===== config.mk =====
export PLATFORM = sky130hd
export DESIGN_NAME = cpu_sequencer
export DESIGN_NICKNAME = d
export VERILOG_FILES = /design/src/rtl/cpu_pkg.sv /design/src/rtl/cpu_next_pc.sv /design/src/rtl/cpu_sequencer.sv
export SDC_FILE = /design/constraint.sdc
export NUM_CORES = 1
export LEC_CHECK = 0
export ABC_AREA = 1
export CAP_MARGIN = 20
export CORE_AREA = 2 2 104 146
export DETAILED_ROUTE_END_ITERATION = 6
export DIE_AREA = 0 0 106 148
export HOLD_SLACK_MARGIN = 0.05
export PLACE_DENSITY = 0.71
export SYNTH_ARGS = -nofsm -noshare
export SYNTH_HDL_FRONTEND = slang
export SYNTH_HIERARCHICAL = 1
export SYNTH_SLANG_ARGS = --single-unit
export TNS_END_PERCENT = 100

===== constraint.sdc =====
create_clock -name clk -period 2.6 [get_ports clk]
set_input_delay 0.39 -clock clk [delete_from_list [all_inputs] [get_ports clk]]
set_output_delay 0.39 -clock clk [all_outputs]
set_load 0.01 [all_outputs]

===== src/rtl/cpu_pkg.sv =====
// Shared definitions for the 16-bit accumulator CPU sequencer: opcodes, ALU
// select codes, SKIP condition codes and the controller state encoding.
package cpu_pkg;

  localparam logic [3:0] OP_NOP   = 4'h0;
  localparam logic [3:0] OP_LOAD  = 4'h1;
  localparam logic [3:0] OP_STORE = 4'h2;
  localparam logic [3:0] OP_ADD   = 4'h3;
  localparam logic [3:0] OP_SUB   = 4'h4;
  localparam logic [3:0] OP_AND   = 4'h5;
  localparam logic [3:0] OP_OR    = 4'h6;
  localparam logic [3:0] OP_NOT   = 4'h7;
  localparam logic [3:0] OP_BACK  = 4'h8;
  localparam logic [3:0] OP_SKIP  = 4'h9;
  localparam logic [3:0] OP_JUMP  = 4'hA;
  localparam logic [3:0] OP_CLEAR = 4'hB;
  localparam logic [3:0] OP_RSV_C = 4'hC;
  localparam logic [3:0] OP_RSV_D = 4'hD;
  localparam logic [3:0] OP_RSV_E = 4'hE;
  localparam logic [3:0] OP_HALT  = 4'hF;

  localparam logic [3:0] ALU_NONE = 4'd0;
  localparam logic [3:0] ALU_ADD  = 4'd1;
  localparam logic [3:0] ALU_SUB  = 4'd2;
  localparam logic [3:0] ALU_AND  = 4'd3;
  localparam logic [3:0] ALU_OR   = 4'd4;
  localparam logic [3:0] ALU_NOT  = 4'd5;

  localparam logic [1:0] SKIP_NEG   = 2'b00;
  localparam logic [1:0] SKIP_ZERO  = 2'b01;
  localparam logic [1:0] SKIP_POS   = 2'b10;
  localparam logic [1:0] SKIP_NEVER = 2'b11;

  typedef enum logic [3:0] {
    IDLE, FETCH, LOAD_IR, INCR, EX_ADDR, EX_READ, EX_ALU, EX_WB, ST_WR, CTRL, HALT
  } state_t;

  function automatic logic [3:0] alu_sel_for(input logic [3:0] op);
    case (op)
      OP_ADD:  return ALU_ADD;
      OP_SUB:  return ALU_SUB;
      OP_AND:  return ALU_AND;
      OP_OR:   return ALU_OR;
      OP_NOT:  return ALU_NOT;
      default: return ALU_NONE;
    endcase
  endfunction

endpackage


===== src/rtl/cpu_next_pc.sv =====
// Combinational next-PC: sequential increment during INCR, and BACK / SKIP /
// JUMP targets during CTRL. Other opcodes leave the PC unchanged.
module cpu_next_pc
  import cpu_pkg::*;
#(
  parameter int DATA_WIDTH = 16
) (
  input  logic [DATA_WIDTH-1:0] pc,
  input  logic [DATA_WIDTH-1:0] ir,
  input  logic [DATA_WIDTH-1:0] ac,
  input  logic                  incr,
  output logic [DATA_WIDTH-1:0] next_pc
);

  logic [DATA_WIDTH-1:0] offset;
  logic                  ac_neg;
  logic                  ac_zero;
  logic                  skip_taken;

  assign offset  = DATA_WIDTH'(ir[11:0]);
  assign ac_neg  = ac[DATA_WIDTH-1];
  assign ac_zero = (ac == '0);

  always_comb begin
    skip_taken = 1'b0;
    case (ir[11:10])
      SKIP_NEG:   skip_taken = ac_neg;
      SKIP_ZERO:  skip_taken = ac_zero;
      SKIP_POS:   skip_taken = !ac_neg && !ac_zero;
      SKIP_NEVER: skip_taken = 1'b0;
      default:    skip_taken = 1'b0;
    endcase
  end

  // BACK is relative to the already-incremented PC and wraps modulo 2^DATA_WIDTH
  always_comb begin
    next_pc = pc;
    if (incr) begin
      next_pc = pc + DATA_WIDTH'(1);
    end else begin
      case (ir[15:12])
        OP_BACK: next_pc = pc - offset;
        OP_SKIP: next_pc = skip_taken ? pc + DATA_WIDTH'(1) : pc;
        OP_JUMP: next_pc = offset;
        default: next_pc = pc;
      endcase
    end
  end

endmodule


===== src/rtl/cpu_sequencer.sv =====
// Fetch/decode/execute controller for the 16-bit accumulator CPU; owns PC, IR,
// MAR, MBR, AC. Optional CPU_PERF_CNT_EN adds instr_retired/cycle_count.
module cpu_sequencer
  import cpu_pkg::*;
#(
  parameter int ADDR_WIDTH = 15,
  parameter int DATA_WIDTH = 16,
  parameter int RESET_PC   = 'h100
) (
  input  logic                  clk,
  input  logic                  rst_n,
  input  logic                  start,
  output logic                  busy,
  output logic                  halted,
  output logic                  illegal_op,
  output logic [ADDR_WIDTH-1:0] mem_addr,
  output logic                  mem_cs,
  output logic                  mem_we,
  output logic                  mem_oe,
  output logic [DATA_WIDTH-1:0] mem_wdata,
  input  logic [DATA_WIDTH-1:0] mem_rdata,
  output logic [DATA_WIDTH-1:0] alu_a,
  output logic [DATA_WIDTH-1:0] alu_b,
  output logic [3:0]            alu_sel,
  input  logic [DATA_WIDTH-1:0] alu_out,
  output logic [DATA_WIDTH-1:0] pc_out,
  output logic [DATA_WIDTH-1:0] ac_out
`ifdef CPU_PERF_CNT_EN
  ,
  output logic [31:0]           instr_retired,
  output logic [31:0]           cycle_count
`endif
);

  localparam logic [DATA_WIDTH-1:0] RESET_PC_W = DATA_WIDTH'(RESET_PC);

  state_t                state_reg, state_next;
  logic [DATA_WIDTH-1:0] pc_reg, pc_next;
  logic [DATA_WIDTH-1:0] ir_reg, ir_next;
  logic [DATA_WIDTH-1:0] mbr_reg, mbr_next;
  logic [DATA_WIDTH-1:0] ac_reg, ac_next;
  logic [ADDR_WIDTH-1:0] mar_reg, mar_next;

  logic [3:0]            opcode;
  logic [ADDR_WIDTH-1:0] ir_addr;
  logic [ADDR_WIDTH-1:0] pc_addr;
  logic [DATA_WIDTH-1:0] branch_pc;

  assign opcode  = ir_reg[15:12];
  assign ir_addr = ADDR_WIDTH'(ir_reg[11:0]);
  assign pc_addr = pc_reg[ADDR_WIDTH-1:0];

  cpu_next_pc #(.DATA_WIDTH(DATA_WIDTH)) u_next_pc (
    .pc      (pc_reg),
    .ir      (ir_reg),
    .ac      (ac_reg),
    .incr    (state_reg == INCR),
    .next_pc (branch_pc)
  );

  always_ff @(posedge clk or negedge rst_n) begin
    if (!rst_n) begin
      state_reg <= IDLE;
      pc_reg    <= RESET_PC_W;
      ir_reg    <= '0;
      mar_reg   <= '0;
      mbr_reg   <= '0;
      ac_reg    <= '0;
    end else begin
      state_reg <= state_next;
      pc_reg    <= pc_next;
      ir_reg    <= ir_next;
      mar_reg   <= mar_next;
      mbr_reg   <= mbr_next;
      ac_reg    <= ac_next;
    end
  end

  // Memory strobes and ALU operands are decoded from registered state only, so
  // an async reset drops mem_we in the same instant rst_n falls.
  always_comb begin
    state_next = state_reg;
    pc_next    = pc_reg;
    ir_next    = ir_reg;
    mar_next   = mar_reg;
    mbr_next   = mbr_reg;
    ac_next    = ac_reg;
    mem_addr   = mar_reg;
    mem_cs     = 1'b0;
    mem_we     = 1'b0;
    mem_oe     = 1'b0;
    mem_wdata  = '0;
    alu_a      = '0;
    alu_b      = '0;
    alu_sel    = ALU_NONE;
    illegal_op = 1'b0;

    case (state_reg)
      IDLE, HALT: begin
        if (start) begin
          state_next = FETCH;
          pc_next    = RESET_PC_W;
        end
      end
      FETCH: begin
        mar_next   = pc_addr;
        mem_addr   = pc_addr;
        mem_cs     = 1'b1;
        mem_oe     = 1'b1;
        state_next = LOAD_IR;
      end
      LOAD_IR: begin
        mem_cs     = 1'b1;
        mem_oe     = 1'b1;
        ir_next    = mem_rdata;
        state_next = INCR;
      end
      INCR: begin
        pc_next = branch_pc;
        case (opcode)
          OP_LOAD, OP_STORE, OP_ADD, OP_SUB, OP_AND, OP_OR, OP_NOT:
            state_next = EX_ADDR;
          OP_BACK, OP_SKIP, OP_JUMP, OP_CLEAR:
            state_next = CTRL;
          OP_HALT:
            state_next = HALT;
          OP_NOP, OP_RSV_C, OP_RSV_D, OP_RSV_E: begin
            illegal_op = 1'b1;
            state_next = FETCH;
          end
        endcase
      end
      EX_ADDR: begin
        mar_next = ir_addr;
        mem_addr = ir_addr;
        if (opcode == OP_STORE) begin
          state_next = ST_WR;
        end else begin
          mem_cs     = 1'b1;
          mem_oe     = 1'b1;
          state_next = EX_READ;
        end
      end
      EX_READ: begin
        mem_cs     = 1'b1;
        mem_oe     = 1'b1;
        mbr_next   = mem_rdata;
        state_next = (opcode == OP_LOAD) ? EX_WB : EX_ALU;
      end
      EX_ALU: begin
        alu_a      = ac_reg;
        alu_b      = mbr_reg;
        alu_sel    = alu_sel_for(opcode);
        state_next = EX_WB;
      end
      EX_WB: begin
        // Operands stay on the ALU through write-back so alu_out is still valid
        if (opcode == OP_LOAD) begin
          ac_next = mbr_reg;
        end else begin
          alu_a   = ac_reg;
          alu_b   = mbr_reg;
          alu_sel = alu_sel_for(opcode);
          ac_next = alu_out;
        end
        state_next = FETCH;
      end
      ST_WR: begin
        mem_cs     = 1'b1;
        mem_we     = 1'b1;
        mem_wdata  = ac_reg;
        state_next = FETCH;
      end
      CTRL: begin
        pc_next = branch_pc;
        if (opcode == OP_CLEAR) ac_next = '0;
        state_next = FETCH;
      end
      default: state_next = IDLE;
    endcase
  end

  assign busy   = !(state_reg inside {IDLE, HALT});
  assign halted = (state_reg == HALT);
  assign pc_out = pc_reg;
  assign ac_out = ac_reg;

`ifdef CPU_PERF_CNT_EN
  logic start_accept;
  logic retire;

  assign start_accept = start && (state_reg inside {IDLE, HALT});
  assign retire = ((state_next == FETCH) && (state_reg inside {INCR, EX_WB, ST_WR, CTRL}))
               || ((state_reg == INCR) && (state_next == HALT));

  always_ff @(posedge clk or negedge rst_n) begin
    if (!rst_n) begin
      instr_retired <= '0;
      cycle_count   <= '0;
    end else if (start_accept) begin
      instr_retired <= '0;
      cycle_count   <= '0;
    end else begin
      if (retire && !(&instr_retired)) instr_retired <= instr_retired + 32'd1;
      if (busy && !(&cycle_count))     cycle_count   <= cycle_count + 32'd1;
    end
  end
`endif

endmodule


==> out/metrics.cfg <==
[worst_setup_path]
start_kind = register
crit_type = register to primary output
crit_arrival_ns = 2.13
cp-end-kind = primary output
path_max_fanout = 18
critPathRequiredTime_ns = 2.21

[finish]
mostFrequentLayoutCells = nand2_1, inv_1, clkdlybuf4s50_1, nor2_1, nand3_1
drive_above_1_share = 0.126
final_common_cell = nand2_1
multi_input_area_um2 = 3510
seqCellArea_um2 = 2090
layout.nets = 1157
area_growth_pct = 32.9
diodes = 0
fill_cells = 1401
utilization = 0.585

[cts]
cts-root-buf = clkbuf_16
clockBufferDepth = 2
numCtsBuffers = 9
clk_pin_slew_ns = 0.07
tritoncts = built
insertion_delay_ns = 0.34
htree_levels = 3
clock-sinks = 83

[logic_synthesis]
synth.net_count = 1001
synthCells = 952
synth_fa_ha_area_frac = 0.0289
yosysWarningCount = 6
synth_top_family_by_area = simple AND/OR/NAND/NOR gates
synth_edf_count = 0
syn_area_per_cell_um2 = 6.64
synth_seq_cells = 83
synthMuxAreaShare = 0
synth_ff_type = dfrtp_1
ys_types = 45
ys_seq_area_frac = 0.329
synthSimpleGateAreaFrac = 0.360
synthArstFlopShare = 1.00
synth_xor_area_frac = 0.00693
synth_area_um2 = 6320
synth_compound_area_frac = 0.151

[power_and_ir_drop]
fin_total_pwr_uw = 11100
p_per_area_nw_per_um2 = 1320
max-vdd-ir-drop_mv = 0.559
p_leak_uw = 0.00408

[routing]
vias = 6867
viasPerCell = 5.27
first_pass_iters = 5
drtIter0Drc = 396
wl_per_cell_um = 16.4
ant_nets = 0
wl_mm = 21.4
drc_errors = 0

[flow_run]
cap_violations = 0

[placed_design]
dp_hpwl_mm = 16.5
post-place-ws_ns = 0.114
port_buffers = 138
place.gp.congestion = 0.944

[floorplanning]
coreArea_um2 = 14400
die_h_um = 148
pin_count = 140
dieWidth_um = 106
die-area_um2 = 15700
start_util = 0.440
rows = 52

[timing]
worst_slack_ns = 0.0764
holdWs_ns = 0.477
fin_skew_ns = 0.00930
setup_viol = 0
tightest_slew_ns = 0.855
max_freq_mhz = 396
relSlewSlack = 0.430
fin_crit_sh = 0.971
slew_violations = 0
period_needed_ns = 2.52
hold_violations = 0

[outcome]
run_status = completed

[global_routing]
grt_use_total = 0.273
overflow = 0
grt_pass1_vias = 6738
grt_pass1_wl_mm = 34.2
grt_start_max_net_pins = 62
antenna_found_initial = 0

[worst_hold_path]
min_path_type = input port to asynchronous set/reset pin

[per-layer routing]
metal  vias up  share of wire  global-route usage
li1       3355              -                   -
met1      3195           0.40               0.331
met4         0          0.030               0.101
met2       270           0.51               0.485
met5         -              0                   0
met3        47          0.064              0.0454
[critical path, cell delays in order (launching register included)]
cell	delay [ns]
dfrtp_2	0.42
inv_1	0.12
nor2_4	0.16
nand2_8	0.12
a21oi_4	0.23
clkbuf_16	0.22
nor2_1	0.05
clkdlybuf4s50_1	0.47
[path summary, 6_finish.rpt]
kind,startpoint,cells past startpoint,slack (ns),endpoint
worst min register to register,mar_reg[14],2,0.50,mar_reg[14]
worst max register to register,pc_out[0],17,0.26,pc_out[8]
min in group clk,mar_reg[14],2,0.50,mar_reg[14]
max in group asynchronous,rst_n,3,1.45,pc_out[8]
worst min-delay path,rst_n,2,0.48,mbr_reg[14]
worst max-delay path,ir_reg[12],7,0.08,alu_a[0]
[layout make-up]
type | instances | area share
multi-input combinational | 692 | 0.418
sequential | 83 | 0.248
timing repair buffer | 177 | 0.206
inverter | 145 | 0.0659
clock buffer | 10 | 0.0284
tap | 189 | 0.0281
clock inverter | 6 | 0.00551
[synth_stat cells (2+ instances only)]
| cell type | n | area [um^2] |
|---|---|---|
| nor2_1 | 116 | 435 |
| nand2_2 | 9 | 56.3 |
| nor3_1 | 7 | 35.0 |
| inv_2 | 10 | 37.5 |
| nand4_1 | 16 | 100 |
| a21oi_1 | 37 | 185 |
| o22ai_1 | 14 | 87.6 |
| nand3b_1 | 2 | 15.0 |
| o21ai_0 | 52 | 260 |
| buf_2 | 13 | 65.1 |
| buf_4 | 6 | 45.0 |
| nand2_1 | 260 | 976 |
| o21ai_1 | 6 | 30.0 |
| o21ai_2 | 23 | 201 |
| inv_4 | 2 | 12.5 |
| o211ai_1 | 13 | 97.6 |
| dfrtp_1 | 82 | 2050 |
| nor2_4 | 6 | 67.6 |
| clkbuf_1 | 3 | 11.3 |
| buf_6 | 8 | 90.1 |
| ha_1 | 13 | 163 |
| nand3_1 | 82 | 410 |
| nor2_2 | 4 | 25.0 |
| nor2_8 | 3 | 60.1 |
| inv_1 | 133 | 499 |
| xor2_1 | 4 | 35.0 |
| or2_2 | 6 | 37.5 |
| o22ai_2 | 3 | 37.5 |
| nand2_4 | 3 | 33.8 |
[timing repair]
action / 4_1_cts / 5_1_grt
pin swaps: 5 / 2
endpoints found under the hold margin: 22 / 0
resized for setup: 16 / 26
gates cloned: 0 / 1
endpoints found under the setup margin: 49 / 42
setup buffers: 3 / 4
hold buffers: 1 / 0
[per-stage QoR]
stage | setup TNS [ns] | area (um^2) | cells
2_1_floorplan | 0 | 6320 | 952
3_5_place_dp | 0 | 7950 | 1277
3_3_place_gp | 0 | 7950 | 1277
4_1_cts | 0 | 8280 | 1297
5_1_grt | -0.00863 | 8410 | 1302
6_report | 0 | 8410 | 1302
[logic make-up (layout without fill, tap and decap cells)]
group,Yosys count,in the layout
other,1,1
AND/OR/NAND/NOR,518,518
XOR/XNOR,5,5
adder cells (fa/ha/maj),14,14
flip-flops,83,83
buffers and inverters,177,338
AO/OA/AOI/OAI,154,154
[where the power goes]
| group | switching (uW) | leakage, uW | internal (uW) | total, uW |
|---|---|---|---|---|
| combinational | 4450 | 0.00292 | 2820 | 7270 |
| clock | 558 | 0.000135 | 681 | 1240 |
| sequential | 665 | 0.00103 | 1890 | 2560 |
(Power assumes the default switching activity.)
